**config.mk**
```make
export PLATFORM = sky130hd
export DESIGN_NAME = eqa_iir_biquad
export DESIGN_NICKNAME = d
export VERILOG_FILES = /design/src/rtl/eqa_iir_biquad.sv
export SDC_FILE = /design/constraint.sdc
export NUM_CORES = 2
export LEC_CHECK = 0
export ABC_CLOCK_PERIOD_IN_PS = 10900
export CORE_ASPECT_RATIO = 1.1
export CORE_MARGIN = 5
export CORE_UTILIZATION = 47
export DETAILED_ROUTE_END_ITERATION = 6
export PLACE_DENSITY_LB_ADDON = 0.2
export SLEW_MARGIN = 20
export SYNTH_ARGS = -nofsm -noshare
export SYNTH_HDL_FRONTEND = slang
export SYNTH_SLANG_ARGS = --single-unit
```
**constraint.sdc**
```tcl
create_clock -name clk -period 10.9 [get_ports clk]
set_input_delay 2.18 -clock clk [delete_from_list [all_inputs] [get_ports clk]]
set_output_delay 2.18 -clock clk [all_outputs]
set_load 0.05 [all_outputs]
```
**src/rtl/eqa_iir_biquad.sv**
```systemverilog
// Single-section IIR biquad with one serial multiply-accumulate over five taps.
// Coefficients are loaded into a shadow set and committed to the active set atomically.
module eqa_iir_biquad #(
  parameter int unsigned DATA_WIDTH  = 16,
  parameter int unsigned COEFF_WIDTH = 18,
  parameter int unsigned COEFF_FRAC  = 16,
  parameter int unsigned ACC_WIDTH   = 40
) (
  input  logic                          clk,
  input  logic                          reset,
  input  logic                          ce,
  input  logic                          coeff_we,
  input  logic                          coeff_set,
  input  logic signed [COEFF_WIDTH-1:0] coeff_a,
  input  logic signed [COEFF_WIDTH-1:0] coeff_b,
  output logic                          input_ready,
  input  logic                          inpvalid,
  input  logic signed [DATA_WIDTH-1:0]  din,
  output logic                          outvalid,
  output logic signed [DATA_WIDTH-1:0]  dout
);

  localparam int unsigned ProdWidth = DATA_WIDTH + COEFF_WIDTH;
  localparam logic signed [COEFF_WIDTH-1:0] CoeffOne  = COEFF_WIDTH'(1 << COEFF_FRAC);
  localparam logic signed [ACC_WIDTH-1:0]   RoundHalf = ACC_WIDTH'(1 << (COEFF_FRAC - 1));
  localparam logic signed [ACC_WIDTH-1:0]   SatMax    = ACC_WIDTH'((1 << (DATA_WIDTH - 1)) - 1);
  localparam logic signed [ACC_WIDTH-1:0]   SatMin    = ACC_WIDTH'(-(1 << (DATA_WIDTH - 1)));

  typedef enum logic [1:0] {StIdle, StMac, StOut} state_e;

  state_e state_q, state_d;
  logic [2:0] k_q, k_d;
  logic [1:0] ptr_q, ptr_d;
  logic       pend_q, pend_d;
  logic       outvalid_q, outvalid_d;
  logic signed [ACC_WIDTH-1:0]   acc_q, acc_d;
  logic signed [DATA_WIDTH-1:0]  x_q, x_d, x1_q, x1_d, x2_q, x2_d;
  logic signed [DATA_WIDTH-1:0]  y1_q, y1_d, y2_q, y2_d, dout_q, dout_d;
  logic signed [COEFF_WIDTH-1:0] b0_q, b0_d, b1_q, b1_d, b2_q, b2_d, a1_q, a1_d, a2_q, a2_d;
  logic signed [COEFF_WIDTH-1:0] sh_b0_q, sh_b0_d, sh_b1_q, sh_b1_d, sh_b2_q, sh_b2_d;
  logic signed [COEFF_WIDTH-1:0] sh_a1_q, sh_a1_d, sh_a2_q, sh_a2_d;

  logic signed [DATA_WIDTH-1:0]  mac_x;
  logic signed [COEFF_WIDTH-1:0] mac_c;
  logic                          mac_neg;
  logic signed [ProdWidth-1:0]   prod;
  logic signed [ACC_WIDTH-1:0]   prod_ext, mac_sum, rounded, shifted;
  logic signed [DATA_WIDTH-1:0]  y_sat;
  logic                          commit;

  // Tap order: b0*x, b1*x1, b2*x2, -a1*y1, -a2*y2
  always_comb begin
    mac_x   = '0;
    mac_c   = '0;
    mac_neg = 1'b0;
    unique case (k_q)
      3'd0: begin mac_x = x_q;  mac_c = b0_q; end
      3'd1: begin mac_x = x1_q; mac_c = b1_q; end
      3'd2: begin mac_x = x2_q; mac_c = b2_q; end
      3'd3: begin mac_x = y1_q; mac_c = a1_q; mac_neg = 1'b1; end
      3'd4: begin mac_x = y2_q; mac_c = a2_q; mac_neg = 1'b1; end
      default: ;
    endcase
  end

  assign prod     = ProdWidth'(mac_x) * ProdWidth'(mac_c);
  assign prod_ext = ACC_WIDTH'(prod);
  assign mac_sum  = mac_neg ? (acc_q - prod_ext) : (acc_q + prod_ext);
  assign rounded  = acc_q + RoundHalf;
  assign shifted  = rounded >>> COEFF_FRAC;

  always_comb begin
    if (shifted > SatMax) begin
      y_sat = SatMax[DATA_WIDTH-1:0];
    end else if (shifted < SatMin) begin
      y_sat = SatMin[DATA_WIDTH-1:0];
    end else begin
      y_sat = shifted[DATA_WIDTH-1:0];
    end
  end

  always_comb begin
    state_d    = state_q;
    k_d        = k_q;
    ptr_d      = ptr_q;
    pend_d     = pend_q;
    outvalid_d = 1'b0;
    acc_d      = acc_q;
    x_d        = x_q;
    x1_d       = x1_q;
    x2_d       = x2_q;
    y1_d       = y1_q;
    y2_d       = y2_q;
    dout_d     = dout_q;
    b0_d       = b0_q;
    b1_d       = b1_q;
    b2_d       = b2_q;
    a1_d       = a1_q;
    a2_d       = a2_q;
    sh_b0_d    = sh_b0_q;
    sh_b1_d    = sh_b1_q;
    sh_b2_d    = sh_b2_q;
    sh_a1_d    = sh_a1_q;
    sh_a2_d    = sh_a2_q;
    commit     = 1'b0;

    if (coeff_we && (ptr_q != 2'd3)) begin
      unique case (ptr_q)
        2'd0: sh_b0_d = coeff_b;
        2'd1: begin sh_b1_d = coeff_b; sh_a1_d = coeff_a; end
        2'd2: begin sh_b2_d = coeff_b; sh_a2_d = coeff_a; end
        default: ;
      endcase
      ptr_d = ptr_q + 2'd1;
    end

    unique case (state_q)
      StIdle: begin
        commit = coeff_set;
        if (inpvalid) begin
          x_d     = din;
          k_d     = '0;
          acc_d   = '0;
          state_d = StMac;
        end
      end
      StMac: begin
        acc_d = mac_sum;
        k_d   = k_q + 3'd1;
        if (k_q == 3'd4) begin
          state_d = StOut;
        end
      end
      StOut: begin
        commit     = coeff_set | pend_q;
        dout_d     = y_sat;
        outvalid_d = 1'b1;
        x2_d       = x1_q;
        x1_d       = x_q;
        y2_d       = y1_q;
        y1_d       = y_sat;
        state_d    = StIdle;
      end
      default: state_d = StIdle;
    endcase

    // A commit requested mid-computation waits for the return to idle
    if (commit) begin
      pend_d = 1'b0;
    end else if (coeff_set && (state_q != StIdle)) begin
      pend_d = 1'b1;
    end

    // Commit sees any write made on the same edge, and restarts the filter from rest
    if (commit) begin
      b0_d  = sh_b0_d;
      b1_d  = sh_b1_d;
      b2_d  = sh_b2_d;
      a1_d  = sh_a1_d;
      a2_d  = sh_a2_d;
      ptr_d = '0;
      x1_d  = '0;
      x2_d  = '0;
      y1_d  = '0;
      y2_d  = '0;
    end
  end

  always_ff @(posedge clk or posedge reset) begin
    if (reset) begin
      state_q    <= StIdle;
      k_q        <= '0;
      ptr_q      <= '0;
      pend_q     <= 1'b0;
      outvalid_q <= 1'b0;
      acc_q      <= '0;
      x_q        <= '0;
      x1_q       <= '0;
      x2_q       <= '0;
      y1_q       <= '0;
      y2_q       <= '0;
      dout_q     <= '0;
      b0_q       <= CoeffOne;
      b1_q       <= '0;
      b2_q       <= '0;
      a1_q       <= '0;
      a2_q       <= '0;
      sh_b0_q    <= '0;
      sh_b1_q    <= '0;
      sh_b2_q    <= '0;
      sh_a1_q    <= '0;
      sh_a2_q    <= '0;
    end else if (ce) begin
      state_q    <= state_d;
      k_q        <= k_d;
      ptr_q      <= ptr_d;
      pend_q     <= pend_d;
      outvalid_q <= outvalid_d;
      acc_q      <= acc_d;
      x_q        <= x_d;
      x1_q       <= x1_d;
      x2_q       <= x2_d;
      y1_q       <= y1_d;
      y2_q       <= y2_d;
      dout_q     <= dout_d;
      b0_q       <= b0_d;
      b1_q       <= b1_d;
      b2_q       <= b2_d;
      a1_q       <= a1_d;
      a2_q       <= a2_d;
      sh_b0_q    <= sh_b0_d;
      sh_b1_q    <= sh_b1_d;
      sh_b2_q    <= sh_b2_d;
      sh_a1_q    <= sh_a1_d;
      sh_a2_q    <= sh_a2_d;
    end
  end

  // A result pulse parked by ce=0 is emitted once ce returns
  assign outvalid    = outvalid_q & ce;
  assign input_ready = (state_q == StIdle) & ce & ~reset;
  assign dout        = dout_q;

endmodule
```
## Yosys cells after proc, flatten, opt, wreduce, memory -nomap -nowiden

Index checks and enable logic that the tools add are counted.

| storage, ports and cells | value |
|---|---|
| register bits | 325 |
| bits of input ports | 58 |
| logic and storage cells | 102 |

| operators by class | value |
|---|---|
| add/sub/neg operators | 5 |
| multiply operators | 1 |
| magnitude comparators | 2 |
| eq/ne operators | 11 |
| mux-type cells | 37 |
| bitwise operators | 5 |
| reductions and logical operators | 19 |

Operators with widths:

| operator | number |
|---|---|
| $mux W18 | 10 |
| $mux W16 | 10 |
| $pmux W18 S5 | 1 |
| $mux W40 | 2 |
| $pmux W16 S5 | 1 |
| $pmux W40 S2 | 1 |
| $add A40 B17 Y40 const B | 1 |
| $add A40 B34 Y40 | 1 |
| $sub A40 B34 Y40 | 1 |
| $mul A16 B18 Y34 | 1 |
| $gt A24 B16 Y1 const B | 1 |
| $lt A24 B16 Y1 const B | 1 |
| $reduce_and A2 Y1 | 5 |
| $reduce_bool A2 Y1 | 5 |
| $reduce_and A3 Y1 | 3 |
| $mux W2 | 4 |
| $eq A3 B2 Y1 const B | 2 |
| $ne A2 B2 Y1 const B | 3 |
| $pmux W3 S2 | 1 |
| $eq A2 B1 Y1 const B | 2 |
| $eq A2 B2 Y1 const B | 2 |
| $logic_not A2 Y1 | 2 |
| $mux W1 | 4 |
| $pmux W2 S2 | 1 |
| 12 further kinds | 15 |

## Depth between registers and ports, before layout

| logic depth | value |
|---|---|
| word-level depth | 6 |
| gate-level depth with buffers | 49 |
| mapped depth without buffers | 42 |

## Worst setup path before layout

OpenSTA, ideal clock, no wires.

| timing path | value |
|---|---|
| path kind | register -> register |
| start point | reg k_q[2] |
| end point | reg acc_q[36] |
| library setup time | 0.136 ns |
| arrival time | 10.403 ns |
| path slack | 0.361 ns |
| cell stages (with the launch flop) | 45 |
| buffers on the path | 8 |
| cell sequence | dfrtp_1 -> buf_2 -> clkbuf_1 -> inv_1 -> ha_1 -> clkbuf_1 -> clkbuf_1 -> a222oi_1 -> o21a_1 -> clkbuf_1 -> clkbuf_1 -> nor2_1 -> fa_1 -> inv_1 -> fa_1 -> fa_1 -> inv_1 -> fa_1 -> [... 9 more ...] -> or3_1 -> a211oi_2 -> nand4bb_1 -> or2_4 -> or4_4 -> buf_6 -> o31ai_4 -> xor2_1 -> ha_1 -> a21o_1 -> a21oi_1 -> nand2_1 -> a2111o_1 -> nor3_1 -> o21bai_1 -> o31ai_1 -> xor2_1 -> o21ai_0 |

| on the way | value |
|---|---|
| longest elaborated chain between the ends | 6 |
| elaborated cells on any way between the ends | 14 |

RTL lines:

| what | RTL line | text |
|---|---|---|
| start: declaration | 32 | `logic [2:0] k_q, k_d;` |
| start signal: assignment | 195 | `k_q <= k_d;` |
| $eq A3 B3 Y1, or another cell as far along | 56 | `unique case (k_q)` |
| $pmux W16 S5 / $pmux W18 S5 (equally long branches) | 56 |  |
| $mul A16 B18 Y34 | 66 | `assign prod = ProdWidth'(mac_x) * ProdWidth'(mac_c);` |
| $add A40 B34 Y40 / $sub A40 B34 Y40 (equally long branches) | 68 | `assign mac_sum = mac_neg ? (acc_q - prod_ext) : (acc_q + prod_ext);` |
| $mux W40 * | 68 |  |
| $pmux W40 S2 * | 117 | `unique case (state_q)` |
| end signal: assignment | 176 | `acc_q <= '0;` |
| end signal: assignment | 199 | `acc_q <= acc_d;` |
| end: declaration | 36 | `logic signed [ACC_WIDTH-1:0] acc_q, acc_d;` |

Every way passes the cells marked *; elsewhere a longest branch is shown, timed or not.
A chain may end at the register's enable or synchronous reset.

## Final worst setup path

| timing path | value |
|---|---|
| start point | reg k_q[0] |
| end point | reg acc_q[37] |

The elaborated chain is that of the path after synthesis.

==> results.cfg <==
[sta]
clock_skew_ns = 0.0182
fin_crit_ns = 10.46
setup_violations = 0
hold_viol = 0
tightest_slew_ns = 1.00
final_max_slew_viol_count = 0
fin_crit_sh_pct = 95.9
slew_headroom_pct = 33.1
fin_tns_setup_ns = 0
whs_ns = 0.482
max_freq_mhz = 95.6

[cts]
cts_buffer_depth = 3
clock_sinks = 325
numCtsBuffers = 38
clkLatencyLatePin_ns = 0.56
path_clk_slew_ns = 0.06
cts_tree = yes
htree_levels = 2
cts_root_buffer = clkbuf_16
ctsHoldBuffers = 0

[worst_setup_path]
end_kind = flip-flop
start_kind = flip-flop
max_stage_delay_ns = 0.54
crit_slowest_cell = fa_1
crit_arrival_ns = 10.86
cp.required_ns = 11.31
cp_common_cell = fa_1
cp_max_fo = 33
worstSetupPathType = flip-flop to flip-flop

[synth]
synth_top_area_cell = dfrtp_1
synth_cells = 2898
syn_area_mm2 = 0.0280
synth_nets = 3383
synth_adder_area_share_pct = 26.9
synthMuxAreaShare_pct = 7.79
synth_top_family_by_area = adder cells
synth_compound_gate_area_share_pct = 14.7
synthTopCellsByCount = 380 x inv_1, 324 x dfrtp_1, 308 x nor2_1, 291 x fa_1, 219 x nand2_1
synthArstFlopShare_pct = 100
synth_seq_cells = 325
synthXorXnorAreaFrac_pct = 3.83
ys.warnings.count = 0
yosys-top-cells-area = dfrtp_1 29%, fa_1 21%, ha_1 6.1%, inv_1 5.1%, mux2_2 4.5%
yosys.cell_types.count = 84
synth.most_common_cell = inv_1
synth_edf_count = 0
synth_ff_type = dfrtp_1
synth_top_cell_area_share_pct = 28.9
avgSynthCellArea_um2 = 9.67
yosysSeqAreaShare_pct = 29.0
yosys.area_share.simple_pct = 10.8

[global_routing]
grt_pass1_vias = 22700
overflow = 0
grt_use_total_pct = 25.6
antenna_found_initial = 2
grt_max_degree = 187
grt_pass1_wl_um = 130000

[finish]
area_delta_synth_final_pct = 13.8
multiInputGateArea_mm2 = 0.0181
final_cells = 3788
drive_gt1_share_pct = 12.9
seqCellArea_mm2 = 0.00814
fillers = 5263
fin_nets = 3486
antenna_cells = 0

[drt]
viasPerCell = 5.69
drc = 5
wl_per_cell_um = 21.9
wl_um = 83100
antenna_left = 0
drtPass1Iterations = 7
vias = 21600
drt-initial-drc-count = 1606

[die]
io_pins = 76
fp.dieH_um = 266
die_area_mm2 = 0.0646
start_util_pct = 47.7
fp.dieW_um = 243
rows = 93
design.core.area_mm2 = 0.0588

[placed_design]
dp_cells = 3695
place_congestion = 0.962
numPortBuffers = 75
post-dp-hpwl_um = 64200

[run]
maxCapViolations = 0

[hold_path]
hp-class = flip-flop to flip-flop

[run_status]
failed_checks = DRC
outcome = complete, but fails checks
[state kept, by name (all words and copies together) (netlist names), 18 cells and up]
signal	cells
b0_q	18
acc_q	40
sh_a1_q	18
sh_b2_q	18
sh_b0_q	18
b2_q	18
sh_b1_q	18
a1_q	18
a2_q	18
b1_q	18
sh_a2_q	18
[logic make-up after synthesis]
group / after synthesis
AO/OA/AOI/OAI: 610
XOR/XNOR: 121
adder cells (fa/ha/maj): 427
buffers and inverters: 520
flip-flops: 325
multiplexers: 204
AND/OR/NAND/NOR: 691
[worst paths after layout]
path / from / endpoint / slack, ns / depth (start not counted)
setup / recovery: k_q[0] / acc_q[37] / 0.44 / 39
hold / removal: acc_q[0] / acc_q[0] / 0.48 / 2
setup reg to reg: k_q[0] / acc_q[37] / 0.44 / 39
hold reg to reg: acc_q[0] / acc_q[0] / 0.48 / 2
max in group asynchronous: reset / b2_q[11] / 7.14 / 5
min in group asynchronous: reset / outvalid_q / 2.24 / 3
[metrics by stage]
step / cell area (µm²) / worst slack, ns / utilization (%)
final: 31900 / 0.445 / 54.3
after global routing: 31900 / -0.0266 / 54.3
after CTS: 31500 / 0.0232 / 53.6
after detailed placement: 30100 / 0.0651 / 51.3
after global placement: 30100 / 0.144 / 51.2
after floorplan: 28000 / 0.361 / -
[critical path: cells and delay by family (launching register included)]
family	cells	cell delay, ns
compound gates	13	3.01
xor+xnor	2	0.36
fa+ha+maj	10	3.99
buf+inv	5	0.39
flops	1	0.42
simple gates	9	2.12
[layout by cell type, fill, tap and decap left out, drive strengths merged, types with 32 or more instances in the layout]
cell,n
ha,136
clkbuf,55
xnor2,66
mux2,112
clkdlybuf4s50,75
a21oi,165
xor2,54
a222oi,33
fa,291
a22o,60
a22oi,32
inv,381
nor2,308
mux2i,92
nand2,219
dfrtp,324
o21ai,149
o21a,51
buf,127
[routing by layer]
layer  wire length [µm]  GRT usage, %
met1              33300          32.1
met2              42100          45.5
met3               3980          3.14
met4               3810          10.3
met5                 13             0
[layout make-up]
type,instances,area share [%]
Timing Repair Buffer,202,5.84
Clock buffer,55,3.59
Multi-Input combinational cell,2053,56.9
Sequential cell,325,25.5
Clock inverter,12,0.640
Inverter,381,4.50
Tap cell,760,2.98
[timing repair]
| item | CTS | global route |
|---|---|---|
| resized for setup | 0 | 56 |
| buffers inserted | 0 | 25 |
| setup endpoints to repair | 0 | 12 |
Power is not shown: default switching activity piles up to over one toggle a cycle in this logic, so the estimate is an artifact.
